`src/rtl/axis2fifo_packer_pkg.sv`:
```
// Shared state encoding and sizing helpers for the AXI4-Stream video to FIFO
// packer and its word-packing datapath.
package axis2fifo_packer_pkg;

  typedef enum logic [2:0] {
    ST_IDLE,
    ST_WAIT_SOF,
    ST_ACTIVE,
    ST_PAD,
    ST_DROP,
    ST_FLUSH
  } state_e;

  // Number of bits needed to index `value` items (ceil(log2(value))).
  function automatic int clogb2(input int value);
    int r;
    r = 0;
    for (int i = 0; i < 32; i++) begin
      if (((value - 1) >> i) != 0) r = i + 1;
    end
    return r;
  endfunction

  localparam int DEF_ADATA_PIXELS = 4;
  localparam int DEF_LANE_W       = clogb2(DEF_ADATA_PIXELS);

endpackage

```
`src/rtl/axis2fifo_packer_if.sv`:
```
// Pixel-per-beat AXI4-Stream video bus (tuser = SOF, tlast = EOL).
interface axis2fifo_packer_if #(
  parameter int C_PIXEL_WIDTH = 8
);
  logic                     tvalid;
  logic [C_PIXEL_WIDTH-1:0] tdata;
  logic                     tuser;
  logic                     tlast;
  logic                     tready;

  modport master (output tvalid, tdata, tuser, tlast, input tready);
  modport slave  (input tvalid, tdata, tuser, tlast, output tready);
endinterface

```
`src/rtl/axis2fifo_packer_pixel_word_packer.sv`:
```
// Lane counter, word assembly and the single-word output register that
// presents completed words to the FIFO with an adv handshake.
module pixel_word_packer
  import axis2fifo_packer_pkg::*;
#(
  parameter int C_PIXEL_WIDTH  = 8,
  parameter int C_ADATA_PIXELS = DEF_ADATA_PIXELS,
  parameter int C_DATA_WIDTH   = 32,
  parameter int C_LANE_W       = DEF_LANE_W
) (
  input  logic                     clk,
  input  logic                     resetn,
  input  logic                     flush_n,
  input  logic                     fill,
  input  logic                     restart,
  input  logic [C_PIXEL_WIDTH-1:0] pix,
  input  logic                     fifo_full,
  output logic                     adv,
  output logic                     fifo_wr_en,
  output logic [C_DATA_WIDTH-1:0]  fifo_din
);

  logic [C_LANE_W-1:0]     lane_q, lane_d, lane_eff;
  logic [C_DATA_WIDTH-1:0] data_q, data_d, word;
  logic [C_DATA_WIDTH-1:0] fifo_din_q, fifo_din_d;
  logic                    out_valid_q, out_valid_d;
  logic                    word_done;

  assign fifo_wr_en = out_valid_q & ~fifo_full;
  assign adv        = ~out_valid_q | ~fifo_full;
  assign fifo_din   = fifo_din_q;

  // NOTE: every signal assigned in always_comb gets a default first so no latch is inferred.
  always_comb begin
    lane_eff    = restart ? '0 : lane_q;
    word        = data_q;
    word[int'(lane_eff)*C_PIXEL_WIDTH +: C_PIXEL_WIDTH] = pix;
    word_done   = fill & (lane_eff == C_LANE_W'(C_ADATA_PIXELS - 1));
    data_d      = data_q;
    lane_d      = lane_eff;
    fifo_din_d  = fifo_din_q;
    out_valid_d = out_valid_q;

    if (fifo_wr_en) out_valid_d = 1'b0;
    if (fill) begin
      data_d = word;
      lane_d = lane_eff + C_LANE_W'(1);
    end
    // A completing word reloads the output register even while the old one drains.
    if (word_done) begin
      fifo_din_d  = word;
      out_valid_d = 1'b1;
    end
    if (!flush_n) begin
      lane_d      = '0;
      out_valid_d = 1'b0;
    end
  end

  // NOTE: sequential state uses non-blocking assignments only; the assembly
  // register is reset too so fifo_din never shows stale pixels after reset.
  always_ff @(posedge clk) begin
    if (!resetn) begin
      lane_q      <= '0;
      data_q      <= '0;
      fifo_din_q  <= '0;
      out_valid_q <= 1'b0;
    end else begin
      lane_q      <= lane_d;
      data_q      <= data_d;
      fifo_din_q  <= fifo_din_d;
      out_valid_q <= out_valid_d;
    end
  end

endmodule

```
`src/rtl/axis2fifo_packer.sv`:
```
// Frame-geometry enforcing front end of the S2MM writer: pads short lines,
// truncates long ones and restarts on a mid-frame SOF, packing pixels into FIFO words.
module axis2fifo_packer
  import axis2fifo_packer_pkg::*;
#(
  parameter int C_PIXEL_WIDTH  = 8,
  parameter int C_ADATA_PIXELS = 4,
  parameter int C_DATA_WIDTH   = 32,
  parameter int C_IMG_WBITS    = 12,
  parameter int C_IMG_HBITS    = 12
) (
  input  logic                    clk,
  input  logic                    resetn,
  input  logic                    soft_resetn,
  input  logic [C_IMG_WBITS-1:0]  img_width,
  input  logic [C_IMG_HBITS-1:0]  img_height,
  axis2fifo_packer_if.slave       s_axis,
  output logic                    fifo_wr_en,
  output logic [C_DATA_WIDTH-1:0] fifo_din,
  input  logic                    fifo_full,
  output logic                    frame_done,
  output logic                    sof_err,
  output logic                    line_err
);

  state_e                   state_q, state_d;
  logic [C_IMG_WBITS-1:0]   col_q, col_d, width_q, width_d;
  logic [C_IMG_HBITS-1:0]   row_q, row_d, height_q, height_d;
  logic                     frame_done_q, frame_done_d;
  logic                     sof_err_q, sof_err_d;
  logic                     line_err_q, line_err_d;
  logic                     tready, beat, adv, fill, restart, eol, sof_take;
  logic                     col_last, row_last;
  logic [C_PIXEL_WIDTH-1:0] pix;

  assign col_last   = (col_q == width_q - C_IMG_WBITS'(1));
  assign row_last   = (row_q == height_q - C_IMG_HBITS'(1));
  assign frame_done = frame_done_q;
  assign sof_err    = sof_err_q;
  assign line_err   = line_err_q;

  // In DROP only an SOF beat needs a free lane, so only that beat waits on adv.
  always_comb begin
    tready = 1'b0;
    case (state_q)
      ST_WAIT_SOF: tready = 1'b1;
      ST_ACTIVE:   tready = adv;
      ST_DROP:     tready = adv | ~s_axis.tuser;
      default:     tready = 1'b0;
    endcase
    if (!soft_resetn) tready = 1'b0;
  end

  assign s_axis.tready = tready;
  assign beat          = s_axis.tvalid & tready;

  always_comb begin
    state_d      = state_q;
    col_d        = col_q;
    row_d        = row_q;
    width_d      = width_q;
    height_d     = height_q;
    fill         = 1'b0;
    restart      = 1'b0;
    pix          = s_axis.tdata;
    eol          = 1'b0;
    sof_take     = 1'b0;
    frame_done_d = 1'b0;
    sof_err_d    = 1'b0;
    line_err_d   = 1'b0;

    case (state_q)
      ST_IDLE:     state_d  = ST_WAIT_SOF;
      ST_WAIT_SOF: sof_take = beat & s_axis.tuser;
      ST_ACTIVE: begin
        if (beat & s_axis.tuser) begin
          sof_take  = 1'b1;
          sof_err_d = 1'b1;
        end else if (beat) begin
          fill  = 1'b1;
          col_d = col_q + C_IMG_WBITS'(1);
          if (col_last) begin
            eol = 1'b1;
            if (!s_axis.tlast) begin
              line_err_d = 1'b1;
              state_d    = ST_DROP;
            end
          end else if (s_axis.tlast) begin
            line_err_d = 1'b1;
            state_d    = ST_PAD;
          end
        end
      end
      ST_PAD: begin
        if (adv) begin
          fill  = 1'b1;
          pix   = '0;
          col_d = col_q + C_IMG_WBITS'(1);
          if (col_last) begin
            eol     = 1'b1;
            state_d = ST_ACTIVE;
          end
        end
      end
      ST_DROP: begin
        if (beat & s_axis.tuser) begin
          sof_take  = 1'b1;
          sof_err_d = 1'b1;
        end else if (beat & s_axis.tlast) begin
          state_d = ST_ACTIVE;
        end
      end
      ST_FLUSH: begin
        // Nothing completes in FLUSH, so the pending word is the frame's last.
        if (fifo_wr_en) begin
          frame_done_d = 1'b1;
          state_d      = ST_WAIT_SOF;
        end
      end
      default: state_d = ST_IDLE;
    endcase

    if (eol) begin
      col_d = '0;
      if (row_last) begin
        row_d   = '0;
        state_d = ST_FLUSH;
      end else begin
        row_d = row_q + C_IMG_HBITS'(1);
      end
    end

    // An SOF beat is column 0 of a fresh frame, regardless of tlast.
    if (sof_take) begin
      fill     = 1'b1;
      restart  = 1'b1;
      col_d    = C_IMG_WBITS'(1);
      row_d    = '0;
      width_d  = img_width;
      height_d = img_height;
      state_d  = ST_ACTIVE;
    end

    if (!soft_resetn) begin
      state_d      = ST_IDLE;
      col_d        = '0;
      row_d        = '0;
      fill         = 1'b0;
      frame_done_d = 1'b0;
      sof_err_d    = 1'b0;
      line_err_d   = 1'b0;
    end
  end

  always_ff @(posedge clk) begin
    if (!resetn) begin
      state_q      <= ST_IDLE;
      col_q        <= '0;
      row_q        <= '0;
      width_q      <= '0;
      height_q     <= '0;
      frame_done_q <= 1'b0;
      sof_err_q    <= 1'b0;
      line_err_q   <= 1'b0;
    end else begin
      state_q      <= state_d;
      col_q        <= col_d;
      row_q        <= row_d;
      width_q      <= width_d;
      height_q     <= height_d;
      frame_done_q <= frame_done_d;
      sof_err_q    <= sof_err_d;
      line_err_q   <= line_err_d;
    end
  end

  pixel_word_packer #(
    .C_PIXEL_WIDTH (C_PIXEL_WIDTH),
    .C_ADATA_PIXELS(C_ADATA_PIXELS),
    .C_DATA_WIDTH  (C_DATA_WIDTH),
    .C_LANE_W      (clogb2(C_ADATA_PIXELS))
  ) u_packer (
    .clk       (clk),
    .resetn    (resetn),
    .flush_n   (soft_resetn),
    .fill      (fill),
    .restart   (restart),
    .pix       (pix),
    .fifo_full (fifo_full),
    .adv       (adv),
    .fifo_wr_en(fifo_wr_en),
    .fifo_din  (fifo_din)
  );

endmodule

```
`src/flat_wrapper.sv`:
```
// flat-port wrapper written by rule: the top's interface ports become plain ports
module axis2fifo_packer_flat import axis2fifo_packer_pkg::*;
#(
  parameter int C_PIXEL_WIDTH  = 8,
  parameter int C_ADATA_PIXELS = 4,
  parameter int C_DATA_WIDTH   = 32,
  parameter int C_IMG_WBITS    = 12,
  parameter int C_IMG_HBITS    = 12
)
  (clk, resetn, soft_resetn, img_width, img_height, fifo_wr_en, fifo_din, fifo_full, frame_done, sof_err, line_err, s_axis_tvalid, s_axis_tdata, s_axis_tuser, s_axis_tlast, s_axis_tready);
  axis2fifo_packer_if #(.C_PIXEL_WIDTH(C_PIXEL_WIDTH)) s_axis_i ();
  input  logic clk;
  input  logic resetn;
  input  logic soft_resetn;
  input  logic [C_IMG_WBITS-1:0] img_width;
  input  logic [C_IMG_HBITS-1:0] img_height;
  output logic fifo_wr_en;
  output logic [C_DATA_WIDTH-1:0] fifo_din;
  input  logic fifo_full;
  output logic frame_done;
  output logic sof_err;
  output logic line_err;
  input wire logic [$bits(s_axis_i.tvalid)-1:0] s_axis_tvalid;
  input wire logic [$bits(s_axis_i.tdata)-1:0] s_axis_tdata;
  input wire logic [$bits(s_axis_i.tuser)-1:0] s_axis_tuser;
  input wire logic [$bits(s_axis_i.tlast)-1:0] s_axis_tlast;
  output wire logic [$bits(s_axis_i.tready)-1:0] s_axis_tready;
  assign s_axis_i.tvalid = s_axis_tvalid;
  assign s_axis_i.tdata = s_axis_tdata;
  assign s_axis_i.tuser = s_axis_tuser;
  assign s_axis_i.tlast = s_axis_tlast;
  assign s_axis_tready = s_axis_i.tready;
  axis2fifo_packer #(.C_PIXEL_WIDTH(C_PIXEL_WIDTH), .C_ADATA_PIXELS(C_ADATA_PIXELS), .C_DATA_WIDTH(C_DATA_WIDTH), .C_IMG_WBITS(C_IMG_WBITS), .C_IMG_HBITS(C_IMG_HBITS)) u_core (.clk(clk), .resetn(resetn), .soft_resetn(soft_resetn), .img_width(img_width), .img_height(img_height), .s_axis(s_axis_i), .fifo_wr_en(fifo_wr_en), .fifo_din(fifo_din), .fifo_full(fifo_full), .frame_done(frame_done), .sof_err(sof_err), .line_err(line_err));
endmodule
```
`config.mk`:
```
export PLATFORM = sky130hd
export DESIGN_NAME = axis2fifo_packer_flat
export DESIGN_NICKNAME = d
export VERILOG_FILES = /design/src/rtl/axis2fifo_packer_pkg.sv /design/src/rtl/axis2fifo_packer_if.sv /design/src/rtl/axis2fifo_packer_pixel_word_packer.sv /design/src/rtl/axis2fifo_packer.sv /design/src/flat_wrapper.sv
export SDC_FILE = /design/constraint.sdc
export NUM_CORES = 1
export LEC_CHECK = 0
export ABC_AREA = 1
export BUFFER_PORTS_ARGS = -buffer_cell sky130_fd_sc_hd__buf_4
export CORE_MARGIN = 4
export CORE_UTILIZATION = 33
export DETAILED_ROUTE_END_ITERATION = 7
export GPL_ROUTABILITY_DRIVEN = 0
export PLACE_DENSITY_LB_ADDON = 0.2
export SETUP_SLACK_MARGIN = 0.05
export SLEW_MARGIN = 0
export SYNTH_ARGS = -nofsm -noshare
export SYNTH_HDL_FRONTEND = slang
export SYNTH_SLANG_ARGS = --single-unit
```
`constraint.sdc`:
```
create_clock -name clk -period 3.5 [get_ports clk]
set_input_delay 0.7 -clock clk [delete_from_list [all_inputs] [get_ports clk]]
set_output_delay 0.7 -clock clk [all_outputs]
set_load 0.02 [all_outputs]
```
==> impl_metrics.py <==
metrics = {
    "yosys": {
        "netlist_area_um2": 6060,
        "synthAdderAreaFrac_pct": 1.86,
        "ys_ff_latch": 114,
        "synth_area_per_cell_um2": 6.53,
        "synth_xor_area_share_pct": 3.69,
        "synth-main-ff-cell": "dfxtp_1",
        "muxShareOfSynthArea_pct": 0,
        "synth_largest_area_cell": "dfxtp_1",
        "synth_compound_area_share_pct": 15.1,
        "yosysWarnings": 0,
        "synth_nets": 977,
        "synth-simple-area-share_pct": 32.5,
        "syn_inst": 929,
        "synth_top_cell_area_share_pct": 37.6,
        "synth_area_leaders": "dfxtp_1 (38%), nand2_1 (14%), nor2_1 (8.5%)",
        "synth_top_family_by_area": "simple AND/OR/NAND/NOR gates",
        "async_flop_share_pct": 0,
        "synth.distinct_cells": 41,
        "synth_edf_count": 0,
        "yosysSeqAreaShare_pct": 37.6,
    },
    "clock_tree": {
        "ctsHoldBuffers": 0,
        "post_cts_resized": 0,
        "cts_max_level": 4,
        "cts_tree": "yes",
        "clock_latency_ns": 0.42,
        "cts_setup_buffers": 0,
        "clkTransAtPathRegs_ns": 0.06,
        "clock_path_buffers": 2,
        "cts_buffers": 17,
        "root_buffer": "clkbuf_16",
        "cts_sinks": 114,
    },
    "setup_path": {
        "r2r_start": "u_core.width_q[0]$_SDFFE_PN0P_",
        "criticalPathCategory": "flip-flop to flip-flop",
        "critPathMaxFanout": 13,
        "cp.required_ns": 3.81,
        "arrival_ns": 3.21,
        "end_kind": "flip-flop",
        "startpoint": "u_core.width_q[0]$_SDFFE_PN0P_",
        "cp-start-kind": "flip-flop",
    },
    "placement": {
        "dp_hpwl_um": 12600,
        "postPlaceCellArea_um2": 6800,
        "place_inst": 1207,
        "port_buffers": 75,
    },
    "global_route": {
        "grt_pass1_wl_um": 28500,
        "grt_start_max_net_pins": 47,
        "grt_pass1_vias": 5773,
        "grt_use_total_pct": 17.3,
        "overflow": 0,
        "antenna_found_initial": 0,
    },
    "timing": {
        "fmax_ghz": 0.345,
        "fin_skew_ns": 0.00953,
        "rsz0062_at_grt": "false",
        "finalCritPeriodShare_pct": 82.9,
        "hold_violations": 0,
        "drv_slew": 0,
        "fin_crit_ns": 2.90,
        "max_slew.worst_pin.slew_ns": 0.550,
        "slew_headroom_pct": 63.1,
        "setup_viol": 0,
        "setup_tns_ns": 0,
    },
    "finish": {
        "diodes": 0,
        "utilization_pct": 41.0,
        "drive_above_1_share_pct": 13.9,
        "layout_common_cells": "nand2_1 (232), nor2_1 (137), dfxtp_1 (114)",
        "nets": 1045,
        "syn2layout_area_growth_pct": 21.9,
        "final_common_cell": "nand2_1",
        "stdcell_area_um2": 7390,
        "instances_no_fill": 1239,
    },
    "job": {
        "maxCapViolations": 0,
    },
    "detailed_routing": {
        "drcViolationCount": 0,
        "avgViaCountPerCell": 4.80,
        "final_antenna_net_count": 0,
        "wire_per_inst_um": 13.9,
        "finalWirelength_um": 17200,
        "drt_iter0_drc": 394,
        "vias": 5942,
        "drtPass1Iterations": 6,
    },
    "die": {
        "num_io_pins": 76,
        "die_w_um": 144,
        "core_um2": 18000,
        "die_y_um": 144,
        "initial_core_util_pct": 33.6,
        "rows": 49,
        "die_area_um2": 20600,
    },
    "hold_path": {
        "min_from": "u_core.u_packer.fifo_din[11]$_SDFFE_PN0P_",
        "min_path_type": "flip-flop to flip-flop",
    },
    "status": {
        "run_status": "finished, final reports clean",
    },
    "power": {
        "ir_drop_v": 0.000341,
        "p_leak_uw": 0.00317,
        "p_per_area_nw_per_um2": 443,
    },
}
## power by group
group          total [uW]  internal, uW  switching [uW]
logic                 225          85.3             140
registers            1320          1310            9.26
clock network        1730          1060             670
## state kept, by name, summed over array words and instances, names as in the netlist
name / cells
u_core.line_err: 1
u_core.height_q: 12
u_core.width_q: 12
u_core.frame_done: 1
u_core.col_q: 12
u_core.row_q: 12
u_core.u_packer.data_q: 25
u_core.sof_err: 1
u_core.u_packer.fifo_din: 32
u_core.state_q: 3
u_core.u_packer.lane_q: 2
u_core.u_packer.out_valid_q: 1
## routing by layer
| layer | vias to the layer above | track usage (%) | wire, um |
|---|---|---|---|
| met4 | 0 | 5.30 | 301 |
| li1 | 3119 | - | - |
| met3 | 26 | 4.93 | 751 |
| met5 | - | 0 | 0 |
| met2 | 111 | 28.5 | 7930 |
| met1 | 2686 | 22.1 | 8220 |
## metrics by stage
stage	hold WS, ns	setup WS [ns]	power (uW)
final	0.466	0.599	3270
after global routing	0.464	0.296	3400
after CTS	0.455	0.598	3310
after detailed placement	0.459	0.348	1570
after global placement	0.455	0.402	1570
after floorplan	0.437	0.818	1490
## synth_stat cells (3+ instances only)
master / n
o21ai_1: 3
buf_2: 8
o22ai_1: 9
ha_1: 9
inv_1: 96
nand3_1: 47
o21ai_0: 74
nor2_2: 5
nand4_1: 13
nor4_1: 4
xor2_1: 17
nand2_2: 4
nor3_1: 13
clkbuf_1: 19
xnor2_1: 6
nand2_1: 232
a21oi_1: 81
dfxtp_1: 114
inv_2: 9
buf_4: 4
nor2_1: 137
## worst paths after layout
kind	to	slack (ns)	cells after the start
min reg2reg	u_core.u_packer.fifo_din[11]$_SDFFE_PN0P_	0.47	2
max	u_core.row_q[4]$_SDFFE_PP0P_	0.60	16
min	u_core.u_packer.fifo_din[11]$_SDFFE_PN0P_	0.47	2
max reg2reg	u_core.row_q[4]$_SDFFE_PP0P_	0.60	16
## layout make-up
type	instances	area, um^2
clock buffers	18	429
clock inverters	14	156
fillers	1987	10600
inverters	107	404
multi-input cells	676	3220
flip-flops and latches	114	2280
well taps	229	287
repair buffers	81	608
## critical path: stages (launching register included)
cell and delay [ns]:
dfxtp_1 0.40, inv_2 0.10, ha_1 0.24, nand2_1 0.17, nor2_1 0.09, nand2_1 0.09
nand2_1 0.08, nand2_1 0.06, nand2_1 0.05, nor2_1 0.26, nand3_2 0.24, nor2_4 0.31
inv_2 0.09, nand2_2 0.26, nand2_2 0.17, o21ai_0 0.11, nor2_1 0.05
## kinds of logic (layout without fill, tap and decap cells)
group / after synthesis / after routing
buf+inv: 139 / 220
simple gates: 468 / 468
fa+ha+maj: 9 / 9
flops: 114 / 114
compound gates: 175 / 175
xor+xnor: 24 / 24
(Power assumes the default switching activity.)
